`src/rtl/traffic_pkg.sv`:
```
// rtl/traffic_pkg.sv - shared constants for the lane traffic counter
// Purpose: lane index map, default sizing, lane FSM state encodings and the
//          timer-width helper used by lane_counter_slice.
// Ports:   none (package)
package traffic_pkg;

   localparam int NUM_LANES     = 8;
   localparam int CNT_W         = 8;
   localparam int START_DELAY   = 2;
   localparam int DEPART_CYCLES = 3;

   // Slice index of each lane inside the packed laneCounts bus
   localparam int LANE_N2 = 0;
   localparam int LANE_N1 = 1;
   localparam int LANE_E2 = 2;
   localparam int LANE_E1 = 3;
   localparam int LANE_S2 = 4;
   localparam int LANE_S1 = 5;
   localparam int LANE_W2 = 6;
   localparam int LANE_W1 = 7;

   localparam logic [1:0] RED   = 2'd0;
   localparam logic [1:0] START = 2'd1;
   localparam logic [1:0] FLOW  = 2'd2;

   typedef logic [1:0] laneState_t;

   // Timer must hold max(startDelay, departCycles)-1; never narrower than 1 bit
   function automatic int timerWidth(input int startDelay, input int departCycles);
      int m;
      m = (startDelay > departCycles) ? startDelay : departCycles;
      return (m > 1) ? $clog2(m) : 1;
   endfunction

endpackage

```
`src/rtl/lane_counter_slice.sv`:
```
// rtl/lane_counter_slice.sv - one lane: arrival edge detect, green FSM, saturating count
// Purpose: counts vehicles arriving on one loop sensor and discharges them at a
//          fixed rate while the lane light is green.
// Ports:   clk      in  system clock, rising edge
//          rst      in  synchronous reset, active low
//          sensor   in  loop-sensor level for this lane
//          green    in  this lane's green light
//          count    out registered vehicle count
//          overflow out sticky saturation flag (COUNT_OVERFLOW_EN builds only)
module lane_counter_slice #(
   parameter int CNT_W         = traffic_pkg::CNT_W,
   parameter int START_DELAY   = traffic_pkg::START_DELAY,
   parameter int DEPART_CYCLES = traffic_pkg::DEPART_CYCLES
) (
   input  logic             clk,
   input  logic             rst,
   input  logic             sensor,
   input  logic             green,
`ifdef COUNT_OVERFLOW_EN
   output logic             overflow,
`endif
   output logic [CNT_W-1:0] count
);
   import traffic_pkg::*;

   localparam int TMR_W = timerWidth(START_DELAY, DEPART_CYCLES);
   localparam logic [TMR_W-1:0] START_LOAD = TMR_W'(START_DELAY - 1);
   localparam logic [TMR_W-1:0] DEPART_LOAD = TMR_W'(DEPART_CYCLES - 1);

   logic             sQ;
   logic             sQQ;
   laneState_t       state;
   logic [TMR_W-1:0] tmr;
   logic             arr;
   logic             dep;
   logic             isMax;

   assign arr   = sQ & ~sQQ;
   // A departure slot needs green on this very edge; a dropping light wins
   assign dep   = (state == FLOW) && green && (tmr == '0);
   assign isMax = (count == {CNT_W{1'b1}});

   always_ff @(posedge clk) begin
      if (!rst) begin
         sQ  <= 1'b0;
         sQQ <= 1'b0;
      end else begin
         sQ  <= sensor;
         sQQ <= sQ;
      end
   end

   // Any loss of green returns to RED and throws away timer progress
   always_ff @(posedge clk) begin
      if (!rst) begin
         state <= RED;
         tmr   <= '0;
      end else begin
         case (state)
            RED: begin
               if (green) begin
                  state <= START;
                  tmr   <= START_LOAD;
               end else begin
                  tmr   <= '0;
               end
            end
            START: begin
               if (!green) begin
                  state <= RED;
                  tmr   <= '0;
               end else if (tmr == '0) begin
                  state <= FLOW;
                  tmr   <= DEPART_LOAD;
               end else begin
                  tmr   <= tmr - 1'b1;
               end
            end
            FLOW: begin
               if (!green) begin
                  state <= RED;
                  tmr   <= '0;
               end else if (tmr == '0) begin
                  tmr   <= DEPART_LOAD;
               end else begin
                  tmr   <= tmr - 1'b1;
               end
            end
            default: begin
               state <= RED;
               tmr   <= '0;
            end
         endcase
      end
   end

   // Coincident arrival and departure cancel, except an empty lane still
   // keeps the arriving vehicle because the departure slot had nothing to take
   always_ff @(posedge clk) begin
      if (!rst) begin
         count <= '0;
      end else begin
         case ({arr, dep})
            2'b10: if (!isMax) count <= count + CNT_W'(1);
            2'b01: if (count != '0) count <= count - CNT_W'(1);
            2'b11: if (count == '0) count <= CNT_W'(1);
            default: count <= count;
         endcase
      end
   end

`ifdef COUNT_OVERFLOW_EN
   always_ff @(posedge clk) begin
      if (!rst) begin
         overflow <= 1'b0;
      end else if (arr && !dep && isMax) begin
         overflow <= 1'b1;
      end
   end
`endif

endmodule

```
`src/rtl/lane_traffic_counter.sv`:
```
// rtl/lane_traffic_counter.sv - per-lane vehicle counters feeding the packed lane-count bus
// Purpose: replicates lane_counter_slice per lane and packs the counts.
//          Optional feature macro: COUNT_OVERFLOW_EN adds laneOverflow.
// Ports:   clk          in  system clock, rising edge
//          rst          in  synchronous reset, active low
//          sensor       in  loop-sensor levels, bit i = lane i
//          green        in  lane green lights, bit i governs slice i
//          laneCounts   out {w1,w2,s1,s2,e1,e2,n1,n2}, lane i = [CNT_W*i +: CNT_W]
//          laneOverflow out sticky saturation flags (COUNT_OVERFLOW_EN only)
module lane_traffic_counter #(
   parameter int NUM_LANES     = traffic_pkg::NUM_LANES,
   parameter int CNT_W         = traffic_pkg::CNT_W,
   parameter int START_DELAY   = traffic_pkg::START_DELAY,
   parameter int DEPART_CYCLES = traffic_pkg::DEPART_CYCLES
) (
   input  logic                       clk,
   input  logic                       rst,
   input  logic [NUM_LANES-1:0]       sensor,
   input  logic [NUM_LANES-1:0]       green,
`ifdef COUNT_OVERFLOW_EN
   output logic [NUM_LANES-1:0]       laneOverflow,
`endif
   output logic [NUM_LANES*CNT_W-1:0] laneCounts
);

   for (genvar i = 0; i < NUM_LANES; i++) begin : gLane
      lane_counter_slice #(
         .CNT_W         (CNT_W),
         .START_DELAY   (START_DELAY),
         .DEPART_CYCLES (DEPART_CYCLES)
      ) uLane (
         .clk      (clk),
         .rst      (rst),
         .sensor   (sensor[i]),
         .green    (green[i]),
`ifdef COUNT_OVERFLOW_EN
         .overflow (laneOverflow[i]),
`endif
         .count    (laneCounts[CNT_W*i +: CNT_W])
      );
   end

endmodule

```
`config.mk`:
```
export PLATFORM = sky130hd
export DESIGN_NAME = lane_traffic_counter
export DESIGN_NICKNAME = d
export VERILOG_FILES = /design/src/rtl/traffic_pkg.sv /design/src/rtl/lane_counter_slice.sv /design/src/rtl/lane_traffic_counter.sv
export SDC_FILE = /design/constraint.sdc
export NUM_CORES = 1
export LEC_CHECK = 0
export BUFFER_PORTS_ARGS = -buffer_cell sky130_fd_sc_hd__buf_2
export CAP_MARGIN = 25
export CORE_MARGIN = 2
export CORE_UTILIZATION = 65
export DETAILED_ROUTE_END_ITERATION = 10
export GPL_ROUTABILITY_DRIVEN = 0
export PLACE_DENSITY = 0.88
export SYNTH_ARGS = -nofsm -noshare
export SYNTH_HDL_FRONTEND = slang
export SYNTH_SLANG_ARGS = --single-unit
```
`constraint.sdc`:
```
create_clock -name clk -period 6.7 [get_ports clk]
set_clock_uncertainty 0.15 [all_clocks]
set_input_delay 0.67 -clock clk [delete_from_list [all_inputs] [get_ports clk]]
set_output_delay 0.67 -clock clk [all_outputs]
set_load 0.02 [all_outputs]
```
==> results of run 1 <==
## per-layer routing
layer  up-vias  track usage
li1       3750            -
met1      3534        0.351
met2       256        0.459
met3        27       0.0556
met4         0       0.0846
met5         -            0
## power by group
group / switching [uW] / internal [uW] / total (uW)
sequential: 30.2 / 693 / 723
combinational: 137 / 89.1 / 226
clock: 263 / 306 / 569
total: 431 / 1090 / 1520
## worst max-delay path, delay by kind of cell (launching register included)
family / cells / cell delay, ns
xor gates and xnor gates: 1 / 0.15
adders and majority gates: 2 / 0.46
muxes: 1 / 0.37
AOI/OAI and AO/OA: 5 / 1.03
buffers and inverters: 1 / 0.09
and+or+nand+nor: 2 / 0.94
DFF: 1 / 0.34
## stage by stage
stage          power, uW  hold WS, ns  setup WS [ns]  instances
6_report            1520        0.308           3.05       1201
5_1_grt             1590        0.325           2.71       1201
4_1_cts             1530        0.313           3.09       1199
3_5_place_dp         961        0.288           2.87       1183
3_3_place_gp         953        0.283           2.99       1183
2_1_floorplan        905        0.271           3.43        995
## cells by family after synthesis
| kind of cell | share of synthesized area |
|---|---|
| buffers and inverters | 0.0567 |
| and+or+nand+nor | 0.251 |
| xor gates and xnor gates | 0.0198 |
| AOI/OAI and AO/OA | 0.241 |
| adders and majority gates | 0.126 |
| muxes | 0.0218 |
| DFF | 0.284 |
## cell usage after synthesis (14+ instances only)
cell type / instances
a211oi_1: 18
a21oi_1: 70
a31oi_1: 16
a32oi_1: 14
and2_1: 20
clkbuf_1: 30
dfxtp_1: 112
ha_1: 72
inv_1: 62
mux2i_1: 15
nand2_1: 88
nand3_1: 40
nor2_1: 83
nor2b_1: 20
nor3_1: 25
o21ai_0: 59
xnor2_1: 14
## area by class of cell
| type | count | area, um^2 | share of cell area |
|---|---|---|---|
| Multi-Input combinational cell | 773 | 5210 | 0.603 |
| Inverter | 68 | 258 | 0.0298 |
| Tap cell | 147 | 184 | 0.0213 |
| Clock inverter | 6 | 75.1 | 0.00868 |
| Sequential cell | 112 | 2240 | 0.259 |
| Clock buffer | 10 | 239 | 0.0276 |
| Timing Repair Buffer | 85 | 435 | 0.0504 |
## worst min-delay path by stage
| stage | from | endpoint | slack (ns) |
|---|---|---|---|
| finish | gLane[7].uLane.sQ | gLane[7].uLane.sQQ | 0.31 |
| global route | gLane[7].uLane.sQ | gLane[7].uLane.sQQ | 0.32 |
| CTS | gLane[7].uLane.sQ | gLane[7].uLane.sQQ | 0.31 |
| detailed placement | gLane[7].uLane.sQ | gLane[7].uLane.sQQ | 0.29 |
| global placement | gLane[7].uLane.sQ | gLane[7].uLane.sQQ | 0.28 |
| floorplan | gLane[7].uLane.sQ | gLane[7].uLane.sQQ | 0.27 |
## flip-flops by register name, summed over array words and instances (netlist names)
register / flops
gLane.uLane.count: 64
gLane.uLane.state: 16
gLane.uLane.tmr: 16
gLane.uLane.sQ: 8
gLane.uLane.sQQ: 8
==> summary.md, run 1 <==
| Metric | Value |
|---|---|
| RSZ-0062 raised after global routing | `no` |
| Register clock-pin slew on the reported worst setup and hold paths | `0.08 ns` |
| Die Ht | `114 um` |
| Fill cell count | `970` |
| Post-cts sizing count | `0` |
| Crit path max-delay cell type | `nor2_1` |
| Critical-path cell list | `inv_1 > ha_1 > nand3_1 > nor2_1 > xor2_1 > ha_1 > o31a_1 > o211a_1 > a311oi_2 > mux2_2 > o21ai_0 > a21oi_1` |
| Sum Neg Setup Slack | `0 ns` |
| Largest net degree at the start of global routing | `46` |
| Port Buf Inserts | `81` |
| Synth Flop Type | `dfxtp_1` |
| Largest cells by area after synthesis | `dfxtp_1, ha_1, a21oi_1` |
| CP Launch Point | `gLane[7].uLane.state[0]` |
| Maximum VDD drop | `0.000186 V` |
| R2R setup slack | `3.05 ns` |
| Core Box Area | `12,000 um^2` |
| Sink Count | `112` |
| N_diodes | `0` |
| Commonest cells after routing, fill and taps aside | `dfxtp_1, nand2_1, nor2_1` |
| Vias per cell | `6.30` |
| Leak | `0.00368 uW` |
| Fraction of registers with async set/reset | `0` |
| CP startpoint kind | `flip-flop` |
| Commonest non-fill, non-tap cell in the layout | `dfxtp_1` |
| Layout cells sized above 1 | `0.142` |
| Reg2reg end | `gLane[7].uLane.count[6]` |
| Maximum clock frequency | `274 MHz` |
| Max stage delay on crit path | `0.70 ns` |
| Final Slew Violations | `0` |
| Gr ovfl total | `0` |
| NumNets Final | `1,139` |
| Critical Path Fanout Max | `13` |
| Starting Density | `0.661` |
| H-Tree Depth | `3` |
| DR WL/cell | `14.7 um` |
| Post-synth cell types | `87` |
| Worst r2r src | `gLane[7].uLane.state[0]` |
| Synth Area per Inst | `7.94 um^2` |
| Met2 Wirelength | `8560 um` |
| Synth area leader | `dfxtp_1` |
| Hold Buf Count CTS | `0` |
| Length in cells of the worst reg-to-reg path | `12` |
| Hold path depth | `1` |
| Chip width | `114 um` |
| Root Buffer | `clkbuf_16` |
| Ys Warns | `0` |
| Site Rows | `40` |
| Post-CTS Setup Inserts | `0` |
| Cell Area, Placed | `8320 um^2` |
| Crit. End Element | `flip-flop` |
| Gr usage total | `0.272` |
| Hold violation total from the final report | `0` |
| Final setup violation count | `0` |
| Pwr dens | `176 nW/um^2` |
| Data arrival, critical path | `3.73 ns` |
| TritonRoute pass-1 iters | `5` |
| Post-synth top area share | `0.284` |
| Critical path class | `flip-flop to flip-flop` |
| Synthesized instance count | `995` |
| Final min period | `3.65 ns` |
| Clk_lat worst skew | `0.36 ns` |
| Mapped Area | `7900 um^2` |
| Post-route cell area | `8650 um^2` |
| EDFF count, synth | `0` |
| Die ar. | `13,100 um^2` |
| Outcome | `complete, no violations` |
| Final ANT Viol Nets | `0` |
| Slew headroom | `0.292` |
| CTS buffer count | `9` |
| Slew at the pin closest to its max-slew limit | `1.06 ns` |
| Post-synthesis register bit count | `112` |
| Hpwl dp | `12,300 um` |
| Top Layer Used | `met4` |
| TritonCTS clock tree | `yes` |
| Min-Delay Path Class | `flip-flop to flip-flop` |
| Max_cap viols | `0` |
| Area growth syn-to-layout | `9.40%` |
| Vias in the first global route | `6,686` |
| Clk buf depth | `2` |
| DR WL met3 | `1060 um` |
| Seq/Total Area, Yosys | `0.284` |
| Synthesized net count | `1,085` |
| First-pass GRT wire length | `29,900 um` |
| M1 WL | `7800 um` |
| Util after Layout | `0.723` |
| Initial DRC Count | `586` |
| Ports | `82` |
| Initial antenna violation count | `0` |
| Routed WL | `17,700 um` |
| Crit path to | `gLane[7].uLane.count[6]` |
| Fin crit share | `0.545` |
| DR vias | `7,567` |
| Most Frequent Cell on Critical Path | `ha_1` |
| DRC Markers | `0` |
| Required time of the worst setup path | `6.78 ns` |
Power figures use the tool's default switching activity.
==> run 2: changes to the inputs <==
CORE_UTILIZATION = 60   (was 65)
PLACE_DENSITY = 0.82   (was 0.88)
clock period = 3.4 ns   (was 6.7 ns; I/O delays follow)
==> run 2 against run 1 <==
Highest routed layer unchanged. First-iteration DRC count shrank 2.2%. Clock power grew 69%. Largest cell class unchanged. Critical path depth is the same.
==> summary.md, run 2 (synthesized netlist as in run 1, its figures left out) <==
| Metric | Value |
|---|---|
| Outcome | `complete, no violations` |
| Slew at the pin closest to its max-slew limit | `0.696 ns (-0.367 ns)` |
| Crit path max-delay cell type | `or4_4` |
| Crit. End Element | `flip-flop` |
| Core Box Area | `12,700 um^2 (+6.4%)` |
| Finished Layout Cells | `1,235 (+2.8%)` |
| Fill cell count | `1,087 (+12%)` |
| Chip width | `119 um (+3.9%)` |
| Required time of the worst setup path | `3.50 ns (-3.28 ns)` |
| Clk_lat worst skew | `0.35 ns (about the same)` |
| Ports | `82 (unchanged)` |
| Critical-path cell list | `inv_1 > ha_1 > and3_1 > nand2_8 > inv_4 > ha_1 > o211ai_1 > o221ai_1 > o21a_1 > or4_4 > a21o_1 > a41o_1` |
| Layout cells sized above 1 | `0.153 (+0.0102)` |
| Grt peak-use layer | `met2` |
| Site Rows | `41 (+2.5%)` |
| Family with the most delay on the worst path | `compound AO/OA/AOI/OAI gates` |
| Final setup violation count | `0 (unchanged)` |
| Register clock-pin slew on the reported worst setup and hold paths | `0.07 ns (about the same)` |
| R2R setup slack | `0.25 ns (-2.80 ns)` |
| Data arrival, critical path | `3.25 ns (-0.48 ns)` |
| Vias in the first global route | `6,679 (-0.10%)` |
| Final Slew Violations | `0 (unchanged)` |
| GR Util met2 | `0.409 (-0.0496)` |
| Min-Delay Path Class | `input pin to flip-flop` |
| CP startpoint kind | `flip-flop` |
| Sink Count | `112 (unchanged)` |
| NumNets Final | `1,150 (+0.97%)` |
| Sum Neg Setup Slack | `0 ns (unchanged)` |
| Final min period | `3.15 ns (-0.500 ns)` |
| Starting Density | `0.621 (-0.0395)` |
| Seq. cell area | `2240 um^2 (unchanged)` |
| Commonest cells after routing, fill and taps aside | `dfxtp_1, nand2_1, nor2_1` |
| Cells after DPL | `1,221 (+3.2%)` |
| Leak | `0.00371 uW (+0.81%)` |
| Area growth syn-to-layout | `10.3%` |
| TritonCTS clock tree | `yes` |
| DR vias | `7,554 (-0.17%)` |
| Fin crit share | `0.926 (+0.381)` |
| Hpwl dp | `12,500 um (+1.6%)` |
| Max_cap viols | `0 (unchanged)` |
| H-Tree Depth | `3 (unchanged)` |
| Max stage delay on crit path | `0.42 ns (-0.28 ns)` |
| DR WL/cell | `14.3 um (-3.1%)` |
| Grt met3 use | `0.0545 (-0.00105)` |
| Critical path class | `flip-flop to flip-flop` |
| Vias per cell | `6.12 (-2.9%)` |
| First-pass GRT wire length | `30,200 um (+1.2%)` |
| Die ar. | `14,100 um^2 (+8.0%)` |
| Routed WL | `17,600 um (-0.37%)` |
| Largest regs | `gLane.uLane.count: 64 flops, gLane.uLane.state: 16 flops, gLane.uLane.tmr: 16 flops` |
| Port Buf Inserts | `81 (unchanged)` |
| Die Ht | `119 um (+3.9%)` |
| Length in cells of the worst reg-to-reg path | `12 (unchanged)` |
| Largest net degree at the start of global routing | `41 (-11%)` |
| CTS buffer count | `9 (unchanged)` |
| RSZ-0062 raised after global routing | `no` |
| Gr usage total | `0.251 (-0.0216)` |
| Hold path startpoint | `sensor[0]` |
| Worst hold endpoint | `gLane[0].uLane.sQ` |
| Hold path depth | `2 (+1)` |
| Pwr dens | `326 nW/um^2 (+86%)` |
| Critical path buffer and inverter count | `2 (+1)` |
| TritonRoute pass-1 iters | `5 (unchanged)` |
| Maximum VDD drop | `0.000320 V (+72%)` |
| Met1 Track Usage GR | `0.333 (-0.0183)` |
| Slew headroom | `0.536 (+0.244)` |
| DRC Markers | `0 (unchanged)` |
| Hold Buf Count CTS | `0 (unchanged)` |
| Largest Register | `gLane.uLane.count` |
| Most Frequent Cell on Critical Path | `ha_1` |
| Reg2reg end | `gLane[0].uLane.count[7]` |
| Gr ovfl total | `0 (unchanged)` |
| Clk buf depth | `2 (unchanged)` |
| Commonest non-fill, non-tap cell in the layout | `dfxtp_1` |
| Initial antenna violation count | `1 (+1)` |
| Root Buffer | `clkbuf_16` |
| Max FFs per register | `64 (unchanged)` |
| Area occupied by multi-input gates | `5230 um^2 (+0.22%)` |
| Critical Path Fanout Max | `10 (-3)` |
| Maximum clock frequency | `318 MHz (+16%)` |
| Initial DRC Count | `573 (-2.2%)` |
| Hold violation total from the final report | `0 (unchanged)` |
| Final ANT Viol Nets | `0 (unchanged)` |
| Worst r2r src | `gLane[0].uLane.state[0]` |
[run 2: cell count changes in the layout (fill, tap and decap cells not counted), sizes merged]
cell	previous run	this run
buf	85	96
diode	0	1
bufinv	1	0
inv	69	67
[run 2: repair_timing]
action,in CTS,in global routing
endpoints found under the setup margin,0,2
resized for setup,0,4
setup buffers,0,0
[run 2: stage by stage]
step                worst slack [ns]  utilization  power (uW)  hold slack, ns  area [um^2]
finish                         0.252        0.685        2840          0.0383         8720
global route                  0.0202        0.685        2980          0.0285         8720
CTS                           0.0741        0.684        2860          0.0255         8710
detailed placement             0.192        0.664        1900           0.288         8450
global placement               0.349        0.664        1890           0.280         8450
floorplan                      0.246            -        1780           0.271         7900
[run 2: how the worst max path moves through the flow]
| stage | start | to | slack, ns | cells past startpoint |
|---|---|---|---|---|
| 2_1_floorplan | gLane[7].uLane.state[0] | gLane[7].uLane.count[6] | 0.25 | 13 |
| 3_3_place_gp | gLane[5].uLane.state[0] | gLane[5].uLane.count[6] | 0.35 | 12 |
| 6_report | gLane[0].uLane.state[0] | gLane[0].uLane.count[7] | 0.25 | 12 |
| 5_1_grt | gLane[5].uLane.state[0] | gLane[5].uLane.count[6] | 0.02 | 12 |
| 4_1_cts | gLane[5].uLane.state[0] | gLane[5].uLane.count[6] | 0.07 | 12 |
| 3_5_place_dp | gLane[5].uLane.state[0] | gLane[5].uLane.count[6] | 0.19 | 12 |
[run 2: cell type report]
cell class | instances | area share
inverters | 68 | 0.0296
diodes | 1 | 0.000287
repair buffers | 96 | 0.0594
clock buffers | 10 | 0.0274
multi-input cells | 773 | 0.599
flip-flops and latches | 112 | 0.257
clock inverters | 3 | 0.00244
well taps | 172 | 0.0247
[run 2: power by group]
group          internal [uW]  switching (uW)
Sequential              1370            59.3
Clock                    505             458
Combinational            182             274
Total                   2050             791
[run 2: layer usage]
metal  share of wire  vias to the layer above
met5               0                        -
met4           0.012                        0
met3           0.052                       23
met2            0.46                      236
met1            0.47                     3509
li1                -                     3786
[run 2: worst register-to-register path: stages (launching register included)]
cell	delay [ns]
dfxtp_1	0.39
inv_1	0.09
ha_1	0.22
and3_1	0.32
nand2_8	0.16
inv_4	0.06
ha_1	0.34
o211ai_1	0.11
o221ai_1	0.17
o21a_1	0.22
or4_4	0.42
a21o_1	0.19
a41o_1	0.22
